**config.mk**
```make
export PLATFORM = sky130hd
export DESIGN_NAME = gcd_fraction_reducer_flat
export DESIGN_NICKNAME = d
export VERILOG_FILES = /design/src/rtl/gcd_fraction_reducer_if.sv /design/src/rtl/gcd_fraction_reducer.sv /design/src/flat_wrapper.sv
export SDC_FILE = /design/constraint.sdc
export NUM_CORES = 1
export LEC_CHECK = 0
export ABC_CLOCK_PERIOD_IN_PS = 2600
export CAP_MARGIN = 20
export CORE_ASPECT_RATIO = 1.5
export CORE_UTILIZATION = 58
export DETAILED_ROUTE_END_ITERATION = 10
export PLACE_DENSITY = 0.8
export SLEW_MARGIN = 10
export SYNTH_ARGS = -nofsm -noshare
export SYNTH_HDL_FRONTEND = slang
export SYNTH_SLANG_ARGS = --single-unit
```
**constraint.sdc**
```tcl
create_clock -name clk -period 2.6 [get_ports clk]
set_input_delay 0.78 -clock clk [delete_from_list [all_inputs] [get_ports clk]]
set_output_delay 0.78 -clock clk [all_outputs]
set_load 0.02 [all_outputs]
```
**src/rtl/gcd_fraction_reducer_if.sv**
```systemverilog
// Handshake and result bundle between the GCD unit, the fraction reducer
// and the report stage.
interface gcd_fraction_reducer_if #(
  parameter int WIDTH = 8
);
  logic                 Complete;
  logic [WIDTH-1:0]     a;
  logic [WIDTH-1:0]     b;
  logic [WIDTH-1:0]     gcd;
  logic                 busy;
  logic                 done;
  logic [WIDTH-1:0]     num;
  logic [WIDTH-1:0]     den;
  logic [2*WIDTH-1:0]   lcm;
  logic                 err;

  modport master (
    output Complete, a, b, gcd,
    input  busy, done, num, den, lcm, err
  );

  modport slave (
    input  Complete, a, b, gcd,
    output busy, done, num, den, lcm, err
  );
endinterface

```
**src/rtl/gcd_fraction_reducer.sv**
```systemverilog
// Reduces a/b by a supplied gcd and forms lcm = (a/gcd)*b using serial
// restoring division and shift-add multiplication.
module gcd_fraction_reducer #(
  parameter int WIDTH = 8
) (
  input  logic                   clk,
  input  logic                   rst_n,
  gcd_fraction_reducer_if.slave  bus
);

  localparam int CW = (WIDTH > 1) ? $clog2(WIDTH) : 1;
  localparam logic [CW-1:0] LAST = CW'(WIDTH - 1);

  typedef enum logic [2:0] {
    IDLE  = 3'd0,
    DIV_A = 3'd1,
    DIV_B = 3'd2,
    MUL   = 3'd3,
    DONE  = 3'd4
  } state_t;

  state_t               state_reg, state_next;
  logic [CW-1:0]        cnt_reg, cnt_next;
  logic [WIDTH-1:0]     b_reg, b_next;
  logic [WIDTH-1:0]     g_reg, g_next;
  logic [WIDTH-1:0]     work_reg, work_next;
  logic [WIDTH:0]       rem_reg, rem_next;
  logic [WIDTH-1:0]     qa_reg, qa_next;
  logic [WIDTH-1:0]     qb_reg, qb_next;
  logic [2*WIDTH-1:0]   mcand_reg, mcand_next;
  logic [WIDTH-1:0]     mplier_reg, mplier_next;
  logic [2*WIDTH-1:0]   acc_reg, acc_next;
  logic                 err_acc_reg, err_acc_next;
  logic                 busy_reg, busy_next;
  logic                 done_reg, done_next;
  logic [WIDTH-1:0]     num_reg, num_next;
  logic [WIDTH-1:0]     den_reg, den_next;
  logic [2*WIDTH-1:0]   lcm_reg, lcm_next;
  logic                 err_reg, err_next;

  // One restoring-division step, shared by both division phases: the dividend
  // shifts out of work_reg MSB-first while quotient bits shift in at the LSB.
  logic [WIDTH:0]       trial;
  logic                 ge;
  logic [WIDTH:0]       rem_step;
  logic [WIDTH-1:0]     quo_step;
  logic                 cnt_last;

  assign trial    = {rem_reg[WIDTH-1:0], work_reg[WIDTH-1]};
  assign ge       = (trial >= {1'b0, g_reg});
  assign rem_step = ge ? (trial - {1'b0, g_reg}) : trial;
  assign quo_step = {work_reg[WIDTH-2:0], ge};
  assign cnt_last = (cnt_reg == LAST);

  always_comb begin
    state_next   = state_reg;
    cnt_next     = cnt_reg;
    b_next       = b_reg;
    g_next       = g_reg;
    work_next    = work_reg;
    rem_next     = rem_reg;
    qa_next      = qa_reg;
    qb_next      = qb_reg;
    mcand_next   = mcand_reg;
    mplier_next  = mplier_reg;
    acc_next     = acc_reg;
    err_acc_next = err_acc_reg;
    busy_next    = busy_reg;
    done_next    = done_reg;
    num_next     = num_reg;
    den_next     = den_reg;
    lcm_next     = lcm_reg;
    err_next     = err_reg;

    case (state_reg)
      IDLE: begin
        if (bus.Complete) begin
          b_next       = bus.b;
          g_next       = bus.gcd;
          work_next    = bus.a;
          rem_next     = '0;
          cnt_next     = '0;
          err_acc_next = 1'b0;
          busy_next    = 1'b1;
          if (bus.gcd == '0) begin
            // Undefined reduction: report the raw operands and flag it.
            qa_next      = bus.a;
            qb_next      = bus.b;
            acc_next     = '0;
            err_acc_next = 1'b1;
            state_next   = DONE;
          end else begin
            state_next   = DIV_A;
          end
        end
      end

      DIV_A: begin
        rem_next  = rem_step;
        work_next = quo_step;
        cnt_next  = cnt_reg + 1'b1;
        if (cnt_last) begin
          qa_next      = quo_step;
          err_acc_next = err_acc_reg | (rem_step != '0);
          work_next    = b_reg;
          rem_next     = '0;
          cnt_next     = '0;
          state_next   = DIV_B;
        end
      end

      DIV_B: begin
        rem_next  = rem_step;
        work_next = quo_step;
        cnt_next  = cnt_reg + 1'b1;
        if (cnt_last) begin
          qb_next      = quo_step;
          err_acc_next = err_acc_reg | (rem_step != '0);
          mcand_next   = {{WIDTH{1'b0}}, qa_reg};
          mplier_next  = b_reg;
          acc_next     = '0;
          cnt_next     = '0;
          state_next   = MUL;
        end
      end

      MUL: begin
        if (mplier_reg[0]) begin
          acc_next = acc_reg + mcand_reg;
        end
        mcand_next  = mcand_reg << 1;
        mplier_next = mplier_reg >> 1;
        cnt_next    = cnt_reg + 1'b1;
        if (cnt_last) begin
          cnt_next   = '0;
          state_next = DONE;
        end
      end

      DONE: begin
        // First cycle publishes results; the second (done high) retires to IDLE,
        // so a Complete coinciding with done is never captured.
        if (!done_reg) begin
          num_next  = qa_reg;
          den_next  = qb_reg;
          lcm_next  = acc_reg;
          err_next  = err_acc_reg;
          done_next = 1'b1;
        end else begin
          done_next  = 1'b0;
          busy_next  = 1'b0;
          state_next = IDLE;
        end
      end

      default: begin
        state_next = IDLE;
        busy_next  = 1'b0;
        done_next  = 1'b0;
      end
    endcase
  end

  always_ff @(posedge clk or negedge rst_n) begin
    if (!rst_n) begin
      state_reg   <= IDLE;
      cnt_reg     <= '0;
      b_reg       <= '0;
      g_reg       <= '0;
      work_reg    <= '0;
      rem_reg     <= '0;
      qa_reg      <= '0;
      qb_reg      <= '0;
      mcand_reg   <= '0;
      mplier_reg  <= '0;
      acc_reg     <= '0;
      err_acc_reg <= 1'b0;
      busy_reg    <= 1'b0;
      done_reg    <= 1'b0;
      num_reg     <= '0;
      den_reg     <= '0;
      lcm_reg     <= '0;
      err_reg     <= 1'b0;
    end else begin
      state_reg   <= state_next;
      cnt_reg     <= cnt_next;
      b_reg       <= b_next;
      g_reg       <= g_next;
      work_reg    <= work_next;
      rem_reg     <= rem_next;
      qa_reg      <= qa_next;
      qb_reg      <= qb_next;
      mcand_reg   <= mcand_next;
      mplier_reg  <= mplier_next;
      acc_reg     <= acc_next;
      err_acc_reg <= err_acc_next;
      busy_reg    <= busy_next;
      done_reg    <= done_next;
      num_reg     <= num_next;
      den_reg     <= den_next;
      lcm_reg     <= lcm_next;
      err_reg     <= err_next;
    end
  end

  assign bus.busy = busy_reg;
  assign bus.done = done_reg;
  assign bus.num  = num_reg;
  assign bus.den  = den_reg;
  assign bus.lcm  = lcm_reg;
  assign bus.err  = err_reg;

endmodule

```
**src/flat_wrapper.sv**
```systemverilog
// flat-port wrapper written by rule: the top's interface ports become plain ports
module gcd_fraction_reducer_flat 
#(
  parameter int WIDTH = 8
)
  (clk, rst_n, bus_Complete, bus_a, bus_b, bus_gcd, bus_busy, bus_done, bus_num, bus_den, bus_lcm, bus_err);
  gcd_fraction_reducer_if #(.WIDTH(WIDTH)) bus_i ();
  input  logic clk;
  input  logic rst_n;
  input wire logic [$bits(bus_i.Complete)-1:0] bus_Complete;
  input wire logic [$bits(bus_i.a)-1:0] bus_a;
  input wire logic [$bits(bus_i.b)-1:0] bus_b;
  input wire logic [$bits(bus_i.gcd)-1:0] bus_gcd;
  output wire logic [$bits(bus_i.busy)-1:0] bus_busy;
  output wire logic [$bits(bus_i.done)-1:0] bus_done;
  output wire logic [$bits(bus_i.num)-1:0] bus_num;
  output wire logic [$bits(bus_i.den)-1:0] bus_den;
  output wire logic [$bits(bus_i.lcm)-1:0] bus_lcm;
  output wire logic [$bits(bus_i.err)-1:0] bus_err;
  assign bus_i.Complete = bus_Complete;
  assign bus_i.a = bus_a;
  assign bus_i.b = bus_b;
  assign bus_i.gcd = bus_gcd;
  assign bus_busy = bus_i.busy;
  assign bus_done = bus_i.done;
  assign bus_num = bus_i.num;
  assign bus_den = bus_i.den;
  assign bus_lcm = bus_i.lcm;
  assign bus_err = bus_i.err;
  gcd_fraction_reducer #(.WIDTH(WIDTH)) u_core (.clk(clk), .rst_n(rst_n), .bus(bus_i));
endmodule
```
==> results.yml, run 1 <==
synth:
  ys_warn_count: 0
  ys_seq_elements: 130
  ys_seq_area_share_pct: 49.61
  synth_cell_types: 59
  synth_top_area_cell: "dfrtp_1"
  synth_edf_count: 0
  syn_nets: 668
  synth_area_leaders: "dfrtp_1 50%, mux2_2 7.7%, o21ai_0 5.0%"
  synth.avg_cell_area_sq_um: 10.68
  netlist_instances: 614
  yosysMostFrequentCell: "dfrtp_1"
  syn_area_sq_mm: 0.006558
  synthArstFlopShare_pct: 100.0
  synth_top_area_share_pct: 49.61
  synthFlopType: "dfrtp_1"
  yosys-top-cells-count: "130 x dfrtp_1, 68 x nand2_1, 65 x o21ai_0"
floorplanning:
  io_pins: 62
  dieArea_sq_mm: 0.01174
  rows: 47
  core_sq_mm: 0.01100
  start_util_pct: 59.63
  die_x_microns: 88.82
  die-height_microns: 132.2
cells_and_area:
  final_area_sq_mm: 0.008260
  nets: 757
  syn_to_final_growth_pct: 25.97
  drive_gt1_share_pct: 20.45
  post-route-util_pct: 75.12
  insertedDiodeCount: 0
detailed_routing:
  wl_per_cell_microns: 18.03
  initialDrtViolationCount: 279
  via_per_inst: 6.049
  ant_nets: 0
  totalWireLength_microns: 15520
  dr.pass1.iters: 7
  vias: 5208
  drcViolationCount: 0
global_routing:
  use_met1_pct: 32.87
  gr-total-overflow: 0
  antenna_found_initial: 0
  grt_max_degree: 47
  top_usage_layer: "met2"
  met3_usage_pct: 5.886
  use_met2_pct: 50.94
  grtUsageTotal_pct: 28.88
  grt_pass1_wl_microns: 25910
  grt_pass1_vias: 5424
timing:
  tightestPinTransition_ps: 636.9
  hold_violations: 0
  setup_tns_ps: 0
  drv_slew: 0
  min_period_ps: 2535
  min_period_over_period_pct: 97.51
  grt_setup_unrepaired: "yes"
  setup_viol: 0
  skew_ps: 9.307
  relSlewSlack_pct: 57.38
  max_freq_ghz: 0.3944
critical_path:
  crit_top_cell: "a21oi_2"
  r2r_setup_slack_ps: 60
  crit_path_top_delay_cell: "dfrtp_1"
  critPathRequiredTime_ps: 2900
  r2r_start: "u_core.mcand_reg[0]"
  end_kind: "flop"
  crit_buf_inv: 0
  r2r_end: "u_core.acc_reg[14]"
  crit_end: "u_core.acc_reg[14]"
  critPathTopFamily: "compound AO/OA/AOI/OAI gates"
  critPathKind: "reg -> reg"
  path_cells: "ha_2 > fa_2 > a21oi_2 > nor2b_1 > o31a_1 > a22oi_2 > a21oi_2 > o211ai_1 > mux2i_1 > a221o_1"
  worstSetupStartpoint: "u_core.mcand_reg[0]"
  critPathMaxStageDelay_ps: 390
  rr_worst_depth: 10
  crit_cells: 10
  startpoint_type: "flop"
  cp_max_fo: 3
  worstPathArrival_ps: 2830
clocking:
  cts_buffer_depth: 2
  cts_hold_buffers: 0
  cts_made_buffers: 17
  clkSlewWorstSetupHoldPaths_ps: 60
  clkSinkCount: 130
  htreeDepth: 4
  clockRootBuffer: "clkbuf_16"
  insertion_delay_ps: 420
  cts_tree: "yes"
power:
  p_leak_nw: 3.764
  peakVddDrop_mv: 0.9618
  p_per_area_mw_per_mm2: 1234
run:
  cap_viol_max_count: 0
place:
  portBuffers: 61
  place_hpwl_microns: 10870
  placed_area_sq_mm: 0.007557
  gp_congestion: 0.8904
worst_hold_path:
  hp-class: "in -> async"
status:
  status: "complete, no violations"
per-layer routing:
metal / vias to the layer above / share of wire (%)
met3: 45 / 4.1
met1: 2586 / 38
met5: - / 0
met2: 156 / 55
met4: 0 / 3.0
li1: 2421 / -
worst register-to-register path: cells and delay by family, from the launching register on:
kind / cells / cell delay [ps]
AO/OA/AOI/OAI: 6 / 1290
adder cells (fa/ha/maj): 2 / 550
flip-flops: 1 / 390
multiplexers: 1 / 110
AND/OR/NAND/NOR: 1 / 80
layout make-up:
cell class	instances	area [sq um]
repair buffers	102	982.2
well taps	147	183.9
flip-flops and latches	130	3254
clock buffers	18	439.2
clock inverters	12	157.7
fillers	735	2736
multi-input cells	435	3179
inverters	17	63.81
cell families after synthesis:
kind of cell | Yosys count | synth area share (%)
multiplexers | 66 | 10.93
buffers and inverters | 49 | 3.339
flip-flops | 130 | 49.61
AO/OA/AOI/OAI | 186 | 18.34
XOR/XNOR | 18 | 2.404
adder cells (fa/ha/maj) | 27 | 5.381
AND/OR/NAND/NOR | 138 | 9.998
per-stage QoR:
step	instances	setup slack [ps]	total power [mW]	hold slack [ps]
after global placement	828	-278.1	7.367	462.0
after detailed placement	828	-353.7	7.612	476.2
after global routing	861	-25.01	10.84	311.8
after floorplan	614	199.0	6.288	450.2
after CTS	858	3.846	10.11	297.5
final	861	64.70	10.20	292.9
worst min-delay path by stage:
stage                           end  cells after the start
3_3_place_gp   u_core.mplier_reg[5]                      2
5_1_grt          u_core.acc_reg[11]                      1
4_1_cts           u_core.bus.lcm[4]                      1
6_report         u_core.acc_reg[11]                      1
2_1_floorplan  u_core.mplier_reg[0]                      2
3_5_place_dp   u_core.mplier_reg[6]                      2
cell usage in the layout (no fill, tap or decap), drive strengths merged, types with 18 or more instances in the layout:
cell           synthesis  routed
inv                   17      19
mux2i                 21      21
a21oi                 33      33
nor2                  32      32
a22o                  19      19
ha                    25      25
dfrtp                130     130
buf                   17      42
nand2                 69      69
o21ai                 69      69
clkdlybuf4s50          0      60
clkbuf                15      18
mux2                  45      45
timing repair:
action	in CTS	in global routing
endpoints found under the setup margin	2	15
resized for setup	4	17
setup buffers	0	3
pin swaps	0	5
gates cloned	0	0
power breakdown:
part	total (mW)	internal [mW]	switching, mW
combinational	4.43	2.00	2.43
clock	2.42	1.52	0.899
sequential	3.34	2.72	0.627
Note: power is estimated with default switching activity, not from simulation.
==> run 2: changes to the inputs <==
Settings changed: CELL_PAD_IN_SITES_DETAIL_PLACEMENT set to 0, CELL_PAD_IN_SITES_GLOBAL_PLACEMENT set to 1, CORE_UTILIZATION 58 to 46, MAX_ROUTING_LAYER set to met4, PLACE_DENSITY 0.8 to 0.79.
==> results.yml, run 2 (synthesized netlist as in run 1, its figures left out) <==
status:
  status: "complete, no violations"
cells_and_area:
  syn_to_final_growth_pct: 27.15
  nets: 765
  post-route-util_pct: 59.59
  insertedDiodeCount: 0
  final_area_sq_mm: 0.008338
  drive_gt1_share_pct: 21.13
  final_common_cell: "dfrtp_1"
  final_cell_mix: "130 x dfrtp_1, 67 x nand2_1, 63 x o21ai_0"
timing:
  whs_ps: 258.7
  hold_violations: 0
  setup_tns_ps: 0
  drv_slew: 0
  min_period_ps: 2538
  setup_viol: 0
  tightestPinTransition_ps: 651.3
  min_period_over_period_pct: 97.61
  skew_ps: 8.406
  max_freq_ghz: 0.3941
  grt_setup_unrepaired: "yes"
  relSlewSlack_pct: 56.42
critical_path:
  end_kind: "flop"
  critPathMaxStageDelay_ps: 390
  cp_max_fo: 3
  critPathKind: "reg -> reg"
  crit_cells: 10
  crit_buf_inv: 0
  worstPathArrival_ps: 2830
  critPathRequiredTime_ps: 2890
  r2r_start: "u_core.acc_reg[0]"
  path_cells: "ha_2 > fa_2 > a21oi_2 > nor2b_1 > o31a_1 > a22oi_2 > a21oi_2 > o211ai_1 > mux2i_1 > a221o_1"
  r2r_end: "u_core.acc_reg[14]"
  rr_worst_depth: 10
  crit_top_cell: "a21oi_2"
  critPathTopFamily: "compound AO/OA/AOI/OAI gates"
  r2r_setup_slack_ps: 60
  crit_path_top_delay_cell: "dfrtp_1"
  startpoint_type: "flop"
clocking:
  clkSlewWorstSetupHoldPaths_ps: 60
  cts_tree: "yes"
  cts_made_buffers: 17
  insertion_delay_ps: 410
  clockRootBuffer: "clkbuf_16"
  htreeDepth: 4
  cts_buffer_depth: 2
  clkSinkCount: 130
floorplanning:
  rows: 53
  die-height_microns: 148.2
  dieArea_sq_mm: 0.01475
  io_pins: 62
  start_util_pct: 46.87
  die_x_microns: 99.49
  core_sq_mm: 0.01399
detailed_routing:
  totalWireLength_microns: 15030
  dr.pass1.iters: 4
  drcViolationCount: 0
  vias: 5062
  initialDrtViolationCount: 168
  wl_per_cell_microns: 16.40
  via_per_inst: 5.526
  ant_nets: 0
power:
  p_per_area_mw_per_mm2: 1233
  peakVddDrop_mv: 0.6785
  p_total_mw: 10.28
  p_leak_nw: 3.794
global_routing:
  grtUsageTotal_pct: 22.00
  gr-total-overflow: 0
  grt_max_degree: 53
  grt_pass1_vias: 5242
  grt_pass1_wl_microns: 24860
  antenna_found_initial: 0
worst_hold_path:
  hp-class: "in -> async"
place:
  place_hpwl_microns: 11060
  gp_congestion: 0.8574
  portBuffers: 61
  placed_area_sq_mm: 0.007649
run:
  cap_viol_max_count: 0
run 2: changes by cell type in the layout (fill, tap and decap cells not counted), sizes merged:
cell / change
buf: +8
inv: +2
run 2: repair_timing:
action | 4_1_cts | 5_1_grt
pin swaps | 0 | 3
resized for setup | 2 | 14
setup endpoints to repair | 2 | 17
setup buffers | 0 | 3
hold buffers | 0 | 0
run 2: power by group:
group          leakage [nW]  internal, mW  switching (mW)
combinational          1.79          2.09            2.44
clock                 0.288          1.52           0.918
sequential             1.71          2.71           0.602
run 2: through the flow:
step	setup WS [ps]	cells
4_1_cts	-13.57	913
6_report	62.25	916
3_5_place_dp	-345.4	881
2_1_floorplan	199.0	614
3_3_place_gp	-310.4	881
5_1_grt	-93.96	916
run 2: worst max-delay path by stage:
stage / endpoint / slack [ps] / startpoint
2_1_floorplan: u_core.acc_reg[14] / 200 / u_core.acc_reg[0]
4_1_cts: u_core.acc_reg[14] / -10 / u_core.acc_reg[0]
5_1_grt: u_core.acc_reg[14] / -90 / u_core.mcand_reg[0]
3_3_place_gp: u_core.qb_reg[0] / -310 / bus_gcd[5]
3_5_place_dp: u_core.qb_reg[4] / -350 / bus_gcd[5]
6_report: u_core.acc_reg[14] / 60 / u_core.acc_reg[0]
run 2: final cells by class:
type	instances	area, sq um
fillers	1210	5654
flip-flops and latches	130	3253
multi-input cells	435	3156
repair buffers	110	1017
clock buffers	18	429.2
well taps	192	240.2
clock inverters	14	178.9
inverters	17	63.81
run 2: metal layers:
metal,global-route usage [%],routed length [microns]
met5,-,0
met4,8.088,335
met3,4.511,451
met2,38.72,8099
met1,24.49,6139
==> run 3: changes to the inputs <==
Settings changed: CAP_MARGIN 20 to 10.
==> results of run 3 <==
Same layout as run 2: the final DEF is identical, and so are final timing and power.
